==> config.mk <==
export PLATFORM = sky130hd
export DESIGN_NAME = btn_cmd_scheduler
export DESIGN_NICKNAME = d
export VERILOG_FILES = /design/src/rtl/btn_cmd_scheduler.sv
export SDC_FILE = /design/constraint.sdc
export NUM_CORES = 1
export LEC_CHECK = 0
export ABC_AREA = 1
export BUFFER_PORTS_ARGS = -buffer_cell sky130_fd_sc_hd__buf_2
export CORE_UTILIZATION = 35
export DETAILED_ROUTE_END_ITERATION = 8
export SLEW_MARGIN = 20
export SYNTH_ARGS = -nofsm -noshare
export SYNTH_HDL_FRONTEND = slang
export SYNTH_SLANG_ARGS = --single-unit
==> constraint.sdc <==
create_clock -name clk -period 4.9 [get_ports clk]
set_input_delay 0.49 -clock clk [delete_from_list [all_inputs] [get_ports clk]]
set_output_delay 0.49 -clock clk [all_outputs]
set_load 0.005 [all_outputs]
==> src/rtl/btn_cmd_scheduler.sv <==
// Pushbutton front end: synchronise, debounce and edge-detect N_BTN buttons, then arbitrate presses into a command FIFO.
// Define BTN_ROUND_ROBIN_EN for round-robin arbitration; otherwise fixed priority with the lowest index winning.
module btn_cmd_scheduler #(
    parameter int N_BTN           = 4,
    parameter int DEBOUNCE_CYCLES = 4,
    parameter int FIFO_DEPTH      = 4,
    localparam int IDW  = (N_BTN > 2) ? $clog2(N_BTN) : 1,
    localparam int CNTW = $clog2(FIFO_DEPTH) + 1
) (
    input  logic             clk,
    input  logic             reset,
    input  logic [N_BTN-1:0] btn,
    output logic             cmd_valid,
    output logic [IDW-1:0]   cmd_id,
    input  logic             cmd_ready,
    output logic [CNTW-1:0]  fifo_count,
    output logic             overflow
);
    localparam int CW = $clog2(DEBOUNCE_CYCLES + 1);
    localparam int PW = $clog2(FIFO_DEPTH);

    logic [N_BTN-1:0] s1, s2, deb, pending, rise, grant_mask;
    logic [CW-1:0]    cnt [N_BTN];
    logic             grant_vld, fifo_full, push, pop;
    logic [IDW-1:0]   grant_id;
    logic [IDW-1:0]   mem [FIFO_DEPTH];
    logic [PW-1:0]    wr_ptr, rd_ptr;

    // A rise is the cycle the debounce counter expires while the debounced level is still low.
    always_comb begin
        for (int i = 0; i < N_BTN; i++) begin
            rise[i] = !deb[i] && s2[i] && (cnt[i] == CW'(DEBOUNCE_CYCLES - 1));
        end
    end

    always_ff @(posedge clk) begin
        if (reset) begin
            s1  <= '0;
            s2  <= '0;
            deb <= '0;
            for (int i = 0; i < N_BTN; i++) cnt[i] <= '0;
        end else begin
            s1 <= btn;
            s2 <= s1;
            for (int i = 0; i < N_BTN; i++) begin
                if (s2[i] == deb[i]) begin
                    cnt[i] <= '0;
                end else if (cnt[i] == CW'(DEBOUNCE_CYCLES - 1)) begin
                    deb[i] <= s2[i];
                    cnt[i] <= '0;
                end else begin
                    cnt[i] <= cnt[i] + CW'(1);
                end
            end
        end
    end

    assign fifo_full = (fifo_count == CNTW'(FIFO_DEPTH));

`ifdef BTN_ROUND_ROBIN_EN
    logic [IDW-1:0] last_grant;

    always_comb begin
        grant_vld = 1'b0;
        grant_id  = '0;
        for (int k = 0; k < N_BTN; k++) begin
            if (!grant_vld && pending[(int'(last_grant) + 1 + k) % N_BTN]) begin
                grant_vld = 1'b1;
                grant_id  = IDW'((int'(last_grant) + 1 + k) % N_BTN);
            end
        end
        if (fifo_full) grant_vld = 1'b0;
    end

    always_ff @(posedge clk) begin
        if (reset) begin
            last_grant <= IDW'(N_BTN - 1);
        end else if (grant_vld) begin
            last_grant <= grant_id;
        end
    end
`else
    always_comb begin
        grant_vld = 1'b0;
        grant_id  = '0;
        for (int k = 0; k < N_BTN; k++) begin
            if (!grant_vld && pending[k]) begin
                grant_vld = 1'b1;
                grant_id  = IDW'(k);
            end
        end
        if (fifo_full) grant_vld = 1'b0;
    end
`endif

    assign grant_mask = grant_vld ? (N_BTN'(1) << grant_id) : '0;

    // A grant and a fresh rise on the same button in one cycle re-arms pending without counting as lost.
    always_ff @(posedge clk) begin
        if (reset) begin
            pending  <= '0;
            overflow <= 1'b0;
        end else begin
            pending <= (pending & ~grant_mask) | rise;
            if (|(rise & pending & ~grant_mask)) overflow <= 1'b1;
        end
    end

    // Handshake: the head is transferred on any edge where cmd_valid and cmd_ready are both high;
    // while cmd_valid is high and cmd_ready low, cmd_id holds the same head entry.
    assign push      = grant_vld;
    assign cmd_valid = (fifo_count != '0);
    assign pop       = cmd_valid && cmd_ready;
    assign cmd_id    = mem[rd_ptr];

    always_ff @(posedge clk) begin
        if (reset) begin
            wr_ptr     <= '0;
            rd_ptr     <= '0;
            fifo_count <= '0;
            for (int j = 0; j < FIFO_DEPTH; j++) mem[j] <= '0;
        end else begin
            if (push) begin
                mem[wr_ptr] <= grant_id;
                wr_ptr      <= wr_ptr + PW'(1);
            end
            if (pop) rd_ptr <= rd_ptr + PW'(1);
            case ({push, pop})
                2'b10:   fifo_count <= fifo_count + CNTW'(1);
                2'b01:   fifo_count <= fifo_count - CNTW'(1);
                default: fifo_count <= fifo_count;
            endcase
        end
    end
endmodule

# After elaboration in Yosys (flattened, before gate mapping)
# Memory sizes are Yosys's and may differ from the RTL's. A register that Yosys moved wholly into a read port is not among the register bits.
# Cells that the tools add are included.
[word_totals] n_memories=2 wordCells=157 regBits=24 in_bits=7 mem_bits_rw=20 output_inout_bits=7
[classes] mux=76 add_sub_neg=8 bitwise=21 n_reduce_logical=27 n_eq_ne=11 shifts=1
[memory_table] name="cnt" depth=4 word_bits=3 rd=4 rd_ports_with_merged_regs=0 write_ports=4 line_no="23" rtl="logic [CW-1:0] cnt [N_BTN];"
[memory_table] name="mem" depth=4 word_bits=2 rd=1 rd_ports_with_merged_regs=1 write_ports=4 line_no="26" rtl="logic [IDW-1:0] mem [FIFO_DEPTH];"
[op_table] operator="$mux W1" n=56
[op_table] operator="$mux W3" n=12
[op_table] operator="$add A3 B1 Y3 const B" n=5
[op_table] operator="$and A4 B4 Y4" n=3
[op_table] operator="$eq A3 B2 Y1 const B" n=4
[op_table] operator="$logic_and A1 B1 Y1" n=12
[op_table] operator="$mux W2" n=6
[op_table] operator="$or A1 B1 Y1" n=12
[op_table] operator="$reduce_and A2 Y1" n=4
[op_table] operator="$logic_not A1 Y1" n=7
[op_table] operator="$pmux W3 S2" n=1
[op_table] operator="$add A2 B1 Y2 const B" n=2
[op_table] operator="$eq A1 B1 Y1" n=4
[op_table] operator="$mux W4" n=1
[op_table] operator="$not A1 Y1" n=4
[op_table] operator="$not A4 Y4" n=1
[op_table] operator="$or A4 B4 Y4" n=1
[op_table] operator="$reduce_or A4 Y1" n=1
[op_table] operator="$shl A1 B2 Y4 const A" n=1
[op_table] operator="$eq A3 B3 Y1 const B" n=1
[op_table] operator="$reduce_bool A3 Y1" n=1
[op_table] operator="$sub A3 B1 Y3 const B" n=1
[op_table] operator="$eq A2 B1 Y1 const B" n=1
[op_table] operator="$eq A2 B2 Y1 const B" n=1
[op_table] operator="2 further kinds" n=2

# Longest topological paths before layout
[depth] word_depth=16 depth_mapped=11 depth_no_buf=10

# Worst setup path before layout
# OpenSTA, ideal clock, no wires.
[synth_path] path_kind="register to register" from="register fifo_count[2]" to="register fifo_count[2]" path_stages_with_launch=12 required_ns=4.778 setup_time_ns=0.122 path_slack_ns=2.999 path_buffers=1 t_arrival_ns=1.779 path_cell_list="dfxtp_1 inv_1 nand3_1 and2_4 buf_6 ha_1 inv_1 fa_1 a21oi_1 o21ai_0 o21ai_0 a21oi_1"
[synth_between] elab_chain_cells=4 word_cells_on_any_way=10
[synth_rtl] element="start: declaration" line_no="16" rtl="output logic [CNTW-1:0] fifo_count,"
[synth_rtl] element="start signal: assignment" line_no="129" rtl="2'b10: fifo_count <= fifo_count + CNTW'(1);"
[synth_rtl] element="start signal: assignment" line_no="130" rtl="2'b01: fifo_count <= fifo_count - CNTW'(1);"
[synth_rtl] element="start signal: assignment" line_no="131" rtl="default: fifo_count <= fifo_count;"
[synth_rtl] element="$reduce_bool A3 Y1 (*)" line_no="112" rtl="assign cmd_valid = (fifo_count != '0);"
[synth_rtl] element="via cmd_valid" line_no="13" rtl="output logic cmd_valid,"
[synth_rtl] element="$logic_and A1 B1 Y1 (*)" line_no="113" rtl="assign pop = cmd_valid && cmd_ready;"
[synth_rtl] element="via pop" line_no="24" rtl="logic grant_vld, fifo_full, push, pop;"
[synth_rtl] element="$eq A2 B1 Y1 / $eq A2 B2 Y1 (equally long branches)" line_no="128" rtl="case ({push, pop})"
[synth_rtl] element="$pmux W3 S2 / $reduce_bool A2 Y1 (equally long branches)"
# Mark *: on every way through the listed nets, which the timed path passes. The rest lies on a longest branch.
# A chain may end at the register's enable or synchronous reset.

# Final worst setup path
[layout_path] from="register pending[1]" to="register fifo_count[2]"
[layout_between] elab_chain_cells=11 word_cells_on_any_way=13
[layout_rtl] element="start: declaration" line_no="22" rtl="logic [N_BTN-1:0] s1, s2, deb, pending, rise, grant_mask;"
[layout_rtl] element="start signal: assignment" line_no="104" rtl="pending <= (pending & ~grant_mask) | rise;"
[layout_rtl] element="$logic_and A1 B1 Y1 (*)" line_no="87" rtl="if (!grant_vld && pending[k]) begin"
[layout_rtl] element="$mux W1 (*)" line_no="87"
[layout_rtl] element="$logic_not A1 Y1" line_no="87"
[layout_rtl] element="$logic_and A1 B1 Y1" line_no="87"
[layout_rtl] element="$mux W1 (*)" line_no="87"
[layout_rtl] element="$logic_not A1 Y1" line_no="87"
[layout_rtl] element="$logic_and A1 B1 Y1" line_no="87"
[layout_rtl] element="$mux W1 (*)" line_no="87"
[layout_rtl] element="$mux W1 (*)" line_no="92" rtl="if (fifo_full) grant_vld = 1'b0;"
[layout_rtl] element="$eq A2 B1 Y1 / $eq A2 B2 Y1 (equally long branches)" line_no="128"
[layout_rtl] element="$pmux W3 S2 / $reduce_bool A2 Y1 (equally long branches)"
# Every way passes the cells marked *; elsewhere a longest branch is shown, timed or not.

==> results.json <==
{
  "ctsResizeCount": 0,
  "cts_hold_buffers": 0,
  "start_util_pct": 37.3,
  "die-area_um2": 6320,
  "tns_ps": 0,
  "arrival_ps": 2160,
  "path_delay_family": "compound AO/OA/AOI/OAI gates",
  "first_pass_iters": 4,
  "synth_common_cells": "inv_1, nor2_1, dfxtp_1",
  "diodes": 0,
  "drc_errors": 0,
  "utilization_pct": 42.6,
  "grt_pass1_vias": 1357,
  "synth.distinct_cells": 29,
  "yosys_register_bits": 46,
  "netlist_area_um2": 2100,
  "synth_largest_area_cell": "edfxtp_1",
  "wl_per_cell_um": 9.19,
  "clock_sinks": 46,
  "drv_slew": 0,
  "via_per_inst": 4.32,
  "yosysSeqAreaShare_pct": 53.3,
  "max_freq_mhz": 506,
  "ys_async_sr_fraction_pct": 0,
  "synthToLayoutAreaGrowth_pct": 14.3,
  "io_pins": 14,
  "grt_antenna_before_repair": 0,
  "worstSetupStartpointType": "register",
  "postRouteAntennaNets": 0,
  "clk_pin_slew_ps": 90,
  "portBuffers": 13,
  "worst_slew_pin_slew_ps": 527,
  "dr_total_vias": 1425,
  "synth_ff_type": "dfxtp_1",
  "status": "complete, no violations",
  "drt-total-wl_um": 3030,
  "fin_nets": 278,
  "synth_top_area_share_pct": 28.6,
  "drt_first_iter_violations": 48,
  "hold_ws_ps": 391,
  "dieHeight_um": 79.5,
  "slowest_stage": "fa_1",
  "syn_inst": 230,
  "clock_latency_ps": 290,
  "path_buf_inv": 1,
  "cpPeakStageDelay_ps": 370,
  "overflow": 0,
  "rows": 27,
  "leakagePower_nw": 1.08,
  "grt_max_degree": 20,
  "gp_congestion": 0.799,
  "place_hpwl_um": 2200,
  "cts_tree": "yes",
  "register_area_um2": 1120,
  "crit_chain": "nor2_2, nand2_2, o21ai_4, ha_1, inv_1, fa_1, a21oi_1, o21ai_0, o21ai_0, a21oi_1",
  "fin_worst_skew_ps": 10.4,
  "drv_cap": 0,
  "cts_root_buf": "clkbuf_8",
  "cts_buffer_depth": 2,
  "hold_class": "input pin to register",
  "nFillCells": 558,
  "finalSetupViolCount": 0,
  "end_kind": "register",
  "synth-edff-count": 20,
  "rsz0062_at_grt": "false",
  "period_share_pct": 40.3,
  "vdd_drop_max_v": 0.000138,
  "die-width_um": 79.5,
  "synth.avg_cell_area_um2": 9.14,
  "hold_viol": 0,
  "synth_top_cells_by_area": "edfxtp_1, dfxtp_1, inv_1",
  "multi_input_area_um2": 812,
  "power.total_mw": 0.852,
  "cp_max_fo": 5,
  "timing_worst_setup_path_type": "register to register",
  "yosysWarningCount": 0,
  "grt_use_total_pct": 11.3,
  "core_um2": 5640,
  "slew_headroom_pct": 64.9,
  "p_per_area_nw_per_um2": 354,
  "yosysMostFrequentCell": "inv_1",
  "cts_buffers": 5,
  "critPathRequiredTime_ps": 5090,
  "period_needed_ps": 1970,
  "htree_levels": 2,
  "drive_above_1_share_pct": 15.1,
  "grt_pass1_wl_um": 5510,
  "cts_setup_buffers": 0
}
==> final timing paths <==
kind,start,to,slack [ps],depth (start not counted)
setup / recovery,pending[1]$_SDFF_PP0_,fifo_count[2]$_SDFFE_PP0P_,2930,10
hold / removal,btn[3],s1[3]$_SDFF_PP0_,390,3
setup reg to reg,pending[1]$_SDFF_PP0_,fifo_count[2]$_SDFFE_PP0P_,2930,10
hold reg to reg,s1[2]$_SDFF_PP0_,s2[2]$_SDFF_PP0_,400,2
==> worst register-to-register path, cell delays in order, from the launching register on <==
cell	delay, ps
dfxtp_1	360
nor2_2	140
nand2_2	80
o21ai_4	200
ha_1	180
inv_1	60
fa_1	370
a21oi_1	140
o21ai_0	110
o21ai_0	170
a21oi_1	50
==> cell usage in the layout (no fill, tap or decap), types with 3 or more instances in the layout <==
cell type,Yosys,routed
conb_1,1,12
nand2_1,18,18
inv_1,45,45
a21oi_1,18,18
buf_2,1,13
nand2_2,3,3
edfxtp_1,20,20
inv_2,4,4
nor2_1,33,33
nand3_1,14,14
ha_1,13,13
dfxtp_1,26,26
o21ai_0,14,14
clkbuf_8,0,5
==> where the power goes <==
part           switching [mW]  internal (mW)
Sequential             0.0159          0.421
Clock                   0.129          0.184
Combinational          0.0612         0.0417
Total                   0.206          0.646
==> logic make-up (layout without fill, tap and decap cells) <==
group / Yosys count / in the layout / synth area share [%]
AND/OR/NAND/NOR: 78 / 78 / 17.7
buffers and inverters: 53 / 70 / 10.1
flip-flops: 46 / 46 / 53.3
AO/OA/AOI/OAI: 38 / 38 / 10.1
adder cells (fa/ha/maj): 14 / 14 / 8.69
other: 1 / 12 / 0.178
==> layer usage <==
metal	global-route usage, %	vias to the layer above	part of all wire (%)
met5	0	-	0
li1	-	771	-
met3	3.43	4	2.8
met1	12.7	637	48
met4	4.91	0	1.2
met2	19.5	13	48
==> area by class of cell <==
class	count	share of cell area, %
sequential	46	46.6
inverter	49	7.65
clock inverter	2	1.61
clock buffer	6	3.90
timing repair buffer	13	2.71
tap	72	3.75
multi-input combinational	142	33.8
==> sequential cells by signal, summed over array words and instances, names as in the netlist, named ones only <==
signal / count
cnt: 12
mem: 8
deb: 4
pending: 4
s1: 4
s2: 4
fifo_count: 3
rd_ptr: 2
wr_ptr: 2
overflow: 1
==> through the flow <==
step	instances	area, um^2	setup slack, ps
after floorplan	241	2140	3000
after global placement	322	2270	3000
after detailed placement	322	2270	2940
after CTS	330	2400	2930
after global routing	330	2400	2710
final	330	2400	2930
(Power assumes the default switching activity.)
